`src/rtl/slave_out_port.sv`:
```
// slave_out_port: one-word holding register feeding an LSB-first serial burst.
// Define SLAVE_OUT_REPEAT_EN to repeat the previous word on underrun (default: zeros).
module slave_out_port #(
  parameter int WORD_SIZE  = 8,
  parameter int BURST_SIZE = 15
) (
  input  logic                  clk,
  input  logic                  rst_n,
  input  logic                  start,
  input  logic [BURST_SIZE-1:0] burst_size,
  input  logic [WORD_SIZE-1:0]  word_in,
  input  logic                  word_valid,
  output logic                  word_ready,
  output logic                  tx_serial,
  output logic                  s_valid,
  input  logic                  m_ready,
  output logic                  busy,
  output logic                  tx_done,
  output logic                  underrun
);

  localparam int BW = (WORD_SIZE > 1) ? $clog2(WORD_SIZE) : 1;
  localparam logic [BW-1:0] LAST_BIT = BW'(WORD_SIZE - 1);

  typedef enum logic [1:0] {
    IDLE,
    WAIT_WORD,
    OFFER,
    SEND
  } state_t;

  state_t                state;
  logic [WORD_SIZE-1:0]  hold;
  logic                  hold_full;
  logic [WORD_SIZE-1:0]  shreg;
  logic [WORD_SIZE-1:0]  cur_word;
  logic [BW-1:0]         bit_cnt;
  logic [BURST_SIZE-1:0] word_cnt;
  logic [BURST_SIZE-1:0] burst_latched;

  logic                  wr;
  logic                  hs;
  logic                  boundary;
  logic                  last_word;
  logic                  consume;
  logic [WORD_SIZE-1:0]  fill_word;
  logic [WORD_SIZE-1:0]  load_word;

  assign word_ready = !hold_full;
  assign busy       = (state != IDLE);
  assign wr         = word_valid && word_ready;
  assign hs         = (state == OFFER) && m_ready;
  assign boundary   = (state == SEND) && (bit_cnt == LAST_BIT);
  assign last_word  = (word_cnt == burst_latched - BURST_SIZE'(1));
  assign consume    = hs || (boundary && !last_word && hold_full);

`ifdef SLAVE_OUT_REPEAT_EN
  assign fill_word = cur_word;
`else
  assign fill_word = '0;
`endif

  // In OFFER hold is always full, so this covers both load points.
  assign load_word = hold_full ? hold : fill_word;

  // Holding register: consumption and writes are mutually exclusive.
  always_ff @(posedge clk or negedge rst_n) begin
    if (!rst_n) begin
      hold      <= '0;
      hold_full <= 1'b0;
    end else if (consume) begin
      hold_full <= 1'b0;
    end else if (wr) begin
      hold      <= word_in;
      hold_full <= 1'b1;
    end
  end

  // Burst sequencer with registered serial and handshake outputs.
  always_ff @(posedge clk or negedge rst_n) begin
    if (!rst_n) begin
      state         <= IDLE;
      shreg         <= '0;
      cur_word      <= '0;
      bit_cnt       <= '0;
      word_cnt      <= '0;
      burst_latched <= '0;
      tx_serial     <= 1'b0;
      s_valid       <= 1'b0;
      tx_done       <= 1'b0;
      underrun      <= 1'b0;
    end else begin
      tx_done  <= 1'b0;
      underrun <= 1'b0;
      unique case (state)
        IDLE: begin
          tx_serial <= 1'b0;
          if (start) begin
            burst_latched <= (burst_size == '0) ?
                             BURST_SIZE'(1) : burst_size;
            word_cnt      <= '0;
            state         <= WAIT_WORD;
          end
        end
        WAIT_WORD: begin
          if (hold_full) begin
            s_valid <= 1'b1;
            state   <= OFFER;
          end
        end
        OFFER: begin
          if (hs) begin
            s_valid   <= 1'b0;
            shreg     <= load_word;
            cur_word  <= load_word;
            tx_serial <= load_word[0];
            bit_cnt   <= '0;
            state     <= SEND;
          end
        end
        SEND: begin
          if (boundary) begin
            if (last_word) begin
              tx_done   <= 1'b1;
              tx_serial <= 1'b0;
              shreg     <= '0;
              bit_cnt   <= '0;
              state     <= IDLE;
            end else begin
              underrun  <= !hold_full;
              word_cnt  <= word_cnt + BURST_SIZE'(1);
              bit_cnt   <= '0;
              shreg     <= load_word;
              cur_word  <= load_word;
              tx_serial <= load_word[0];
            end
          end else begin
            bit_cnt   <= bit_cnt + BW'(1);
            shreg     <= shreg >> 1;
            tx_serial <= shreg[1];
          end
        end
        default: state <= IDLE;
      endcase
    end
  end

endmodule

```
`config.mk`:
```
export PLATFORM = sky130hd
export DESIGN_NAME = slave_out_port
export DESIGN_NICKNAME = d
export VERILOG_FILES = /design/src/rtl/slave_out_port.sv
export SDC_FILE = /design/constraint.sdc
export NUM_CORES = 1
export LEC_CHECK = 0
export ABC_AREA = 1
export CAP_MARGIN = 20
export CORE_UTILIZATION = 46
export DETAILED_ROUTE_END_ITERATION = 6
export PLACE_DENSITY = 0.76
export SETUP_SLACK_MARGIN = 0.15
export SYNTH_ARGS = -nofsm -noshare
export SYNTH_HDL_FRONTEND = slang
export SYNTH_SLANG_ARGS = --single-unit
```
`constraint.sdc`:
```
create_clock -name clk -period 3.2 [get_ports clk]
set_clock_uncertainty 0.05 [all_clocks]
set_input_delay 0.32 -clock clk [delete_from_list [all_inputs] [get_ports clk]]
set_output_delay 0.32 -clock clk [all_outputs]
set_load 0.01 [all_outputs]
```
== After elaboration in Yosys (flattened, before gate mapping) ==
Cells that the tools add are included.
Storage, ports and cells
  bits in registers: 56
  output and inout bits: 6
  word-level logic and storage cells: 83
Cells by class
  add/sub/neg operators: 3
  equal/unequal tests: 11
  multiplexer cells: 34
  bitwise operators: 1
  reduce and logical (&&, ||, !) cells: 23
Operators with widths (count)
  $mux 15: 4
  $mux 8: 4
  $pmux 15 s2: 1
  $pmux 8 s2: 1
  $add 15x1->15 const B: 1
  $eq 15x15->1: 1
  $logic_not 15->1: 1
  $sub 15x1->15 const B: 1
  $mux 1: 13
  $ne 2x2->1 const B: 6
  $mux 2: 5
  $reduce_bool 2->1: 5
  $pmux 2 s4: 1
  $reduce_and 2->1: 4
  $mux 3: 2
  $pmux 3 s2: 1
  $logic_and 1x1->1: 5
  $reduce_and 5->1: 1
  $eq 2x2->1 const B: 2
  $reduce_and 4->1: 1
  $add 3x1->3 const B: 1
  $eq 3x3->1 const B: 1
  $pmux 1 s3: 1
  $reduce_and 3->1: 1
  other kinds (7): 8

== Depth between registers and ports, before layout ==
Gate-level depths: netlist (run 1).
  depth in word-level cells: 8
  depth in mapped cells: 17
  mapped depth without buffers: 16

== Worst setup path before layout (run 1) ==
No wires, ideal clock.
  kind: register to register
  start point: reg burst_latched[0]
  end point: reg word_cnt[10]
  library setup time: 0.117 ns
  arrival time: 1.811 ns
  setup slack: 1.222 ns
  cell stages (with the launch flop): 17
  path buffers: 1
  cells stage by stage: dfrtp_1 -> inv_2 -> ha_1 -> nand2_1 -> nor2_2 -> nand3_1 -> nand2_1 -> nand2_1 -> clkinv_1 -> nand2_2 -> nor2_2 -> nand3_2 -> nand3_4 -> nand2_4 -> buf_6 -> nand2_1 -> nand2_1
Between the ends
  cells in the longest elaborated chain, start to end: 4
RTL lines
  start: declaration: line 39  | logic [BURST_SIZE-1:0] burst_latched;
  start signal: assignment: line 99  | burst_latched <= (burst_size == '0) ?
  $sub 15x1->15: line 54  | assign last_word = (word_cnt == burst_latched - BURST_SIZE'(1));
  $eq 15x15->1: line 54
  $ne 2x2->1 (no source line)
  $reduce_and 4->1 (no source line)
  end signal: assignment: line 131  | word_cnt <= word_cnt + BURST_SIZE'(1);
  end: declaration: line 38  | logic [BURST_SIZE-1:0] word_cnt;
Every way passes these cells.
A chain may end at the register's enable or synchronous reset.

== Worst setup path after layout (run 1) ==
  start point: reg burst_latched[0]
  end point: reg word_cnt[3]
Same word-level chain as after synthesis.

==> key figures, run 1 <==
Synth
  – Async SR Flop Fraction: 100%
  – Commonest cells post-synth: 160 x nand2_1, 55 x dfrtp_1, 53 x nand3_1, 53 x nor2_1, 49 x inv_1
  – Biggest area contributors in the synthesized netlist: dfrtp_1 39%, nand2_1 17%, nand3_1 7.5%, nor2_1 5.6%, inv_1 5.2%
  – Cells after synthesis: 495
  – Most common cell in the netlist: nand2_1
  – Combinational family with the most area after synthesis: simple AND/OR/NAND/NOR gates
  – Cell variety after synth: 30
  – Mapped Nets: 532
  – Xor/xnor share of the synthesized area: 5.68%
  – Share of synthesized cell area in and, or, nand and nor gates: 37.6%
  – Sequential share of the synthesized area: 38.8%
  – Cell accounting for the most synthesized area: dfrtp_1
  – Area fraction in compound gates after synthesis: 5.22%
  – Commonest register cell after synthesis: dfrtp_1
  – Mapped cell area: 3550 um^2
  – Total number of yosys warnings: 0
  – Share of Yosys cell area claimed by the top area cell type: 38.8%
  – Number of flops mapped to enable cells by yosys: 0
  – Mean post-synth cell area: 7.17 um^2
  – Flip-flop and latch count after synthesis: 55
  – Adder-Cell Fraction of Synth Area: 3.17%
  – Multiplexer fraction of the synthesized cell area: 2.54%

Setup path
  – Crit-path most repeated cell: nand2_1
  – Worst EP arrival: 2.44 ns
  – Critical register-to-register path startpoint: burst_latched[0]
  – Critical path's top delay family: simple AND/OR/NAND/NOR gates
  – Critical path's largest stage delay: 0.41 ns
  – Worst Setup EP: word_cnt[3]
  – Critical Path Fanout Max: 16
  – Startpoint type of the worst setup path: flop
  – Buffers & Inverters on Critical Path: 2
  – Critical path depth: 15
  – Chain of cells forming the critical path: inv_2 > ha_1 > nand2_1 > nor2_2 > nand3_1 > nand2_1 > nand2_1 > clkinv_1 > nand2_2 > nor2_2 > nand3_2 > nand3_4 > nand2_4 > nand2_1 > nand2_1
  – First element of the critical path: burst_latched[0]
  – Worst Reg2Reg Path Length in Cells: 15
  – Data required, critical path: 3.37 ns
  – FF-to-FF End: word_cnt[3]
  – FF-to-FF setup slack: 0.92 ns
  – Kind of end point of the critical path: flop
  – Start-to-end type of the worst setup path: reg2reg
  – Cell with the biggest individual delay on the critical path: dfrtp_1

Timing
  – Min Clock Period, post-route: 2.28 ns
  – Setup Total Neg Slack: 0 ns
  – Share of the clock period used by the worst path after layout: 71.2%
  – Setup repair after global routing missed its margin: false
  – Final Hold Fails: 0
  – Count of final max-slew check failures: 0
  – Maximum clock frequency: 0.439 GHz
  – Pin slew with the least headroom to its limit: 0.879 ns
  – Worst relative slew slack: 41.4%
  – Setup-violating endpoint count in the final report: 0

Power
  – Switching portion of total power: 46.1%
  – Power, Total: 0.00317 W
  – Clock network fraction of total power: 13.1%
  – IR drop worst, VDD: 0.307 mV
  – Net Sw Power: 0.00146 W
  – Internal power consumption: 0.00171 W
  – Part of the total power dissipated in sequential elements: 36.5%
  – Combinational share of power: 50.4%
  – P_leak: 1.97 nW
  – Power per cell area: 776 nW/um^2

Routing
  – Routed wire length: 8320 um
  – Number of antenna-violating nets in the routed design: 0
  – Routed wirelength normalized by instance count: 13.2 um
  – Number of vias after detailed routing: 3259
  – Count of unresolved DRC violations after routing: 0
  – Vias per inst: 5.16
  – TritonRoute pass-1 iters: 5
  – First-iteration detailed-routing DRC count: 237

GRT
  – Maximum number of pins on one net before global-route repair: 40
  – Tot GR Track Use: 22.0%
  – Number of global-route vias before repair: 3150
  – Global-route wire length before repair: 14500 um
  – Sum of overflow across all layers after global routing: 0
  – Number of antenna violations at the first check in global routing: 0

Final layout
  – Layout cell share with drive strength beyond 1: 8.46%
  – Syn-to-layout area delta: 14.9%
  – Net count of the finished layout: 568
  – Utilization after layout: 55.3%
  – Antenna Cells: 0

Floorplan
  – Die width: 89.8 um
  – Full die area: 8070 um^2
  – Number of rows in the core area: 31
  – Vertical die dimension: 89.8 um
  – I/O pin count: 34
  – Starting density of the core: 48.2%
  – Floorplan core area: 7370 um^2

Run status
  – Run status: finished clean

CTS
  – Total CTS buffers: 5
  – Clock Root Buffer: clkbuf_8
  – Clock tree from TritonCTS: built
  – Skew-Pair Late Insertion Delay: 0.32 ns
  – Post-cts hold buffer count: 0
  – Buffer depth of the longest clock path: 2
  – Sink count of the clock tree: 55
  – Number of instances resized during post-cts repair: 0
  – Post-CTS Setup Inserts: 0
  – Reg clk slew, reported paths: 0.11 ns
  – Maximum level of the CTS H-tree: 2

Place
  – Global placer's final weighted congestion: 0.885
  – Number of buffers added on ports: 33
  – Detailed placement HPWL: 6230 um

Job
  – Number of maximum-capacitance constraint violations: 0

Min path
  – Min-Delay Path Class: in2async
-- cell usage in the layout, fill, tap and decap left out, types with 5 or more instances in the layout --
cell and instances:
nand2_1 160, clkbuf_8 5, ha_1 9, clkdlybuf4s50_1 32
nor2_2 7, inv_1 49, o21ai_0 19, mux2_2 8
a21oi_1 10, nor4_1 5, xnor2_1 8, nor2_1 53
nor3_1 7, nand3_1 53, xor2_1 15, dfrtp_1 55
-- power by group through the flow --
stage	logic, W	registers [W]	clock network (W)
after CTS	0.00159	0.00115	0.000424
after global routing	0.00182	0.00119	0.000454
after detailed placement	0.00158	0.00117	0
after floorplan	0.00124	0.00110	0
final	0.00159	0.00116	0.000415
after global placement	0.00155	0.00115	0
-- kinds of logic after synthesis --
kind of cell	Yosys count
AND/OR/NAND/NOR	303
buffers and inverters	62
flip-flops	55
AO/OA/AOI/OAI	35
XOR/XNOR	23
adder cells (fa/ha/maj)	9
multiplexers	8
-- stage by stage --
| step | cell area, um^2 | worst slack (ns) | hold slack, ns | instances |
|---|---|---|---|---|
| 2_1_floorplan | 3550 | 1.22 | -0.0256 | 495 |
| 3_3_place_gp | 3980 | 0.990 | 0.413 | 623 |
| 3_5_place_dp | 3980 | 0.945 | 0.416 | 623 |
| 4_1_cts | 4080 | 0.932 | 0.0963 | 631 |
| 5_1_grt | 4080 | 0.740 | 0.136 | 631 |
| 6_report | 4080 | 0.921 | 0.0621 | 631 |
-- worst register-to-register path, delay by kind of cell (launching register included) --
family	cells	cell delay, ns
flops	1	0.41
buf+inv	2	0.14
simple gates	12	1.35
fa+ha+maj	1	0.23
-- worst min path at each step --
stage,startpoint,end,slack [ns],cells after the start
after floorplan,rst_n,bit_cnt[0],-0.03,0
after global placement,bit_cnt[1],bit_cnt[1],0.41,2
after detailed placement,bit_cnt[1],bit_cnt[1],0.42,2
after CTS,rst_n,hold[3],0.1,1
after global routing,rst_n,hold[1],0.14,1
final,rst_n,word_cnt[12],0.06,1
-- sequential cells by signal, indices dropped and copies added (netlist names), 2 cells and up --
register,flops
state,2
word_cnt,15
burst_latched,15
hold,8
bit_cnt,3
shreg,7
-- routing by layer --
metal | track usage, % | routed length [um] | up-vias
met3 | 2.54 | 424 | 14
met1 | 30.4 | 3890 | 1499
met4 | 8.33 | 159 | 0
met5 | 0 | 0 | -
li1 | - | - | 1637
met2 | 35.3 | 3840 | 109
-- final cells by class --
class / instances / area (um^2)
sequential: 55 / 1380
fill: 693 / 3290
tap: 99 / 124
clock inverter: 3 / 25.0
clock buffer: 5 / 68.8
multi-input combinational: 378 / 1930
timing repair buffer: 37 / 355
inverter: 54 / 203
No activity file was read; power rests on OpenSTA's default activity.
==> run 2: changes to the inputs <==
==> constraint.sdc (replaced) <==
create_clock -name clk -period 2.1 [get_ports clk]
set_clock_uncertainty 0.05 [all_clocks]
set_input_delay 0.21 -clock clk [delete_from_list [all_inputs] [get_ports clk]]
set_output_delay 0.21 -clock clk [all_outputs]
set_load 0.01 [all_outputs]
==> run 2 against run 1 <==
Net effect: the flow now finishes with violations (negative setup slack); combinational power rose by 100%; wire length rose by 11%; fmax rose by 6.6%; sequential share of layout area fell by 3.7 points; setup slack got worse by 0.96 ns; worst hold slack improved by 0.28 ns.
==> key figures, run 2 (synthesized netlist as in run 1, its figures left out) <==
Setup path
  – Crit-path most repeated cell: nand2_1
  – FF-to-FF setup slack: -0.04 ns
  – Data required, critical path: 2.27 ns
  – Startpoint type of the worst setup path: flop
  – Worst Reg2Reg Path Length in Cells: 13
  – Kind of end point of the critical path: flop
  – Chain of cells forming the critical path: inv_2 > ha_4 > xnor2_2 > nor2_2 > nand3_2 > nor2_1 > nand2_1 > nor2_2 > nand3_2 > nand3_4 > nand2_4 > nand2_1 > nand2_1
  – Critical register-to-register path startpoint: burst_latched[0]
  – Start-to-end type of the worst setup path: reg2reg
  – Worst Setup EP: word_cnt[12]
  – Critical Path Fanout Max: 7
  – Critical path's largest stage delay: 0.41 ns
  – First element of the critical path: burst_latched[0]
  – Cell with the biggest individual delay on the critical path: dfrtp_1
  – Worst EP arrival: 2.31 ns
  – FF-to-FF End: word_cnt[12]

Routing
  – Routed wirelength normalized by instance count: 13.9 um
  – First-iteration detailed-routing DRC count: 281
  – Routed wire length: 9200 um
  – Vias per inst: 5.24
  – Number of antenna-violating nets in the routed design: 0
  – Number of vias after detailed routing: 3477
  – Count of unresolved DRC violations after routing: 0
  – TritonRoute pass-1 iters: 6

Final layout
  – Most common cell after layout, fill and taps aside: nand2_1
  – Largest registers ranked by flip-flop count: burst_latched: 15 flops, word_cnt: 15 flops, hold: 8 flops
  – Commonest cells after routing, fill and taps aside: 146 x nand2_1, 51 x dfrtp_1, 47 x inv_1, 47 x nor2_1, 37 x nand3_1
  – Antenna Cells: 0
  – Layout cell share with drive strength beyond 1: 22.7%
  – Utilization after layout: 62.3%
  – Syn-to-layout area delta: 29.4%
  – Net count of the finished layout: 600
  – Non-filler instance count after layout: 663

Floorplan
  – Number of rows in the core area: 31
  – I/O pin count: 34
  – Starting density of the core: 48.2%
  – Floorplan core area: 7370 um^2
  – Die width: 89.8 um
  – Full die area: 8070 um^2
  – Vertical die dimension: 89.8 um

Power
  – Switching portion of total power: 46.3%
  – IR drop worst, VDD: 0.572 mV
  – Clock network fraction of total power: 11.5%
  – Combinational share of power: 57.4%
  – Net Sw Power: 0.00262 W
  – Internal power consumption: 0.00304 W
  – Power per cell area: 1230 nW/um^2
  – Part of the total power dissipated in sequential elements: 31.1%
  – P_leak: 2.18 nW

Place
  – Placed cell count: 636
  – Placement Setup Slack: 0.0193 ns
  – Number of buffers added on ports: 33
  – Global placer's final weighted congestion: 0.900
  – Detailed placement HPWL: 6480 um

CTS
  – Skew-Pair Late Insertion Delay: 0.32 ns
  – Clock tree from TritonCTS: built
  – Sink count of the clock tree: 55
  – Clock Root Buffer: clkbuf_8
  – Buffer depth of the longest clock path: 2
  – Reg clk slew, reported paths: 0.11 ns
  – Total CTS buffers: 5
  – Maximum level of the CTS H-tree: 2

Run status
  – Run status: finished with violations
  – Violated checks: negative setup slack

GRT
  – Maximum number of pins on one net before global-route repair: 56
  – Number of global-route vias before repair: 3300
  – Number of antenna violations at the first check in global routing: 0
  – Tot GR Track Use: 22.9%
  – Sum of overflow across all layers after global routing: 0
  – Global-route wire length before repair: 15000 um

Timing
  – Setup-violating endpoint count in the final report: 13
  – Count of final max-slew check failures: 0
  – Setup repair after global routing missed its margin: true
  – Final Hold Fails: 0
  – Share of the clock period used by the worst path after layout: 102%
  – Min Clock Period, post-route: 2.14 ns
  – Maximum clock frequency: 0.468 GHz
  – Worst relative slew slack: 65.4%
  – Pin slew with the least headroom to its limit: 0.518 ns
  – WHS: 0.341 ns
  – Setup slack of the critical path after layout: -0.0385 ns

Min path
  – Min-Delay Path Class: in2async

Job
  – Number of maximum-capacitance constraint violations: 0
==> run 2: power by group through the flow <==
stage	Sequential [W]	Clock [W]	Combinational (W)
2_1_floorplan	0.00168	0	0.00191
3_3_place_gp	0.00175	0	0.00251
3_5_place_dp	0.00176	0	0.00257
4_1_cts	0.00174	0.000664	0.00281
5_1_grt	0.00182	0.000712	0.00357
6_report	0.00176	0.000653	0.00324
==> run 2: how the worst min path moves through the flow <==
stage	end	slack [ns]	cells after the start
after floorplan	bit_cnt[0]	-0.14	0
after global placement	word_cnt[8]	0.18	2
after detailed placement	word_cnt[8]	0.18	2
after CTS	word_cnt[4]	0.35	3
after global routing	word_cnt[10]	0.36	3
final	word_cnt[10]	0.34	3
==> run 2: repair_timing <==
action | CTS | global route
endpoints found under the setup margin | 24 | 29
buffers inserted | 10 | 7
cloned | 0 | 1
endpoints found under the hold margin | 55 | 0
pin swaps | 3 | 28
resized for setup | 15 | 51
hold buffers | 1 | 0
==> run 2: stage by stage <==
stage	total power (W)	cell area [um^2]	setup TNS (ns)
finish	0.00565	4590	-0.348
detailed placement	0.00433	4110	0
global route	0.00610	4590	-2.24
floorplan	0.00359	3560	0
CTS	0.00521	4350	0
global placement	0.00425	4110	0
==> run 2: final cells by class <==
cell class	instances	area, um^2
Clock inverter	3	28.8
Tap cell	99	124
Inverter	54	203
Multi-Input combinational cell	379	2170
Clock buffer	5	68.8
Sequential cell	55	1380
Fill cell	631	2780
Timing Repair Buffer	68	621
==> run 2: routing by layer <==
layer / vias to the layer above / track usage (%) / share of wire (%)
met2: 94 / 38.8 / 48
met1: 1645 / 30.9 / 44
met5: - / 0 / 0
met4: 0 / 6.97 / 2.7
li1: 1710 / - / -
met3: 28 / 2.45 / 5.2
==> run 2: worst max-delay path: cells and delay by family (launching register included) <==
| kind | cells | cell delay [ns] |
|---|---|---|
| xor gates and xnor gates | 1 | 0.13 |
| adders and majority gates | 1 | 0.21 |
| buffers and inverters | 1 | 0.11 |
| DFF | 1 | 0.41 |
| and+or+nand+nor | 10 | 1.13 |
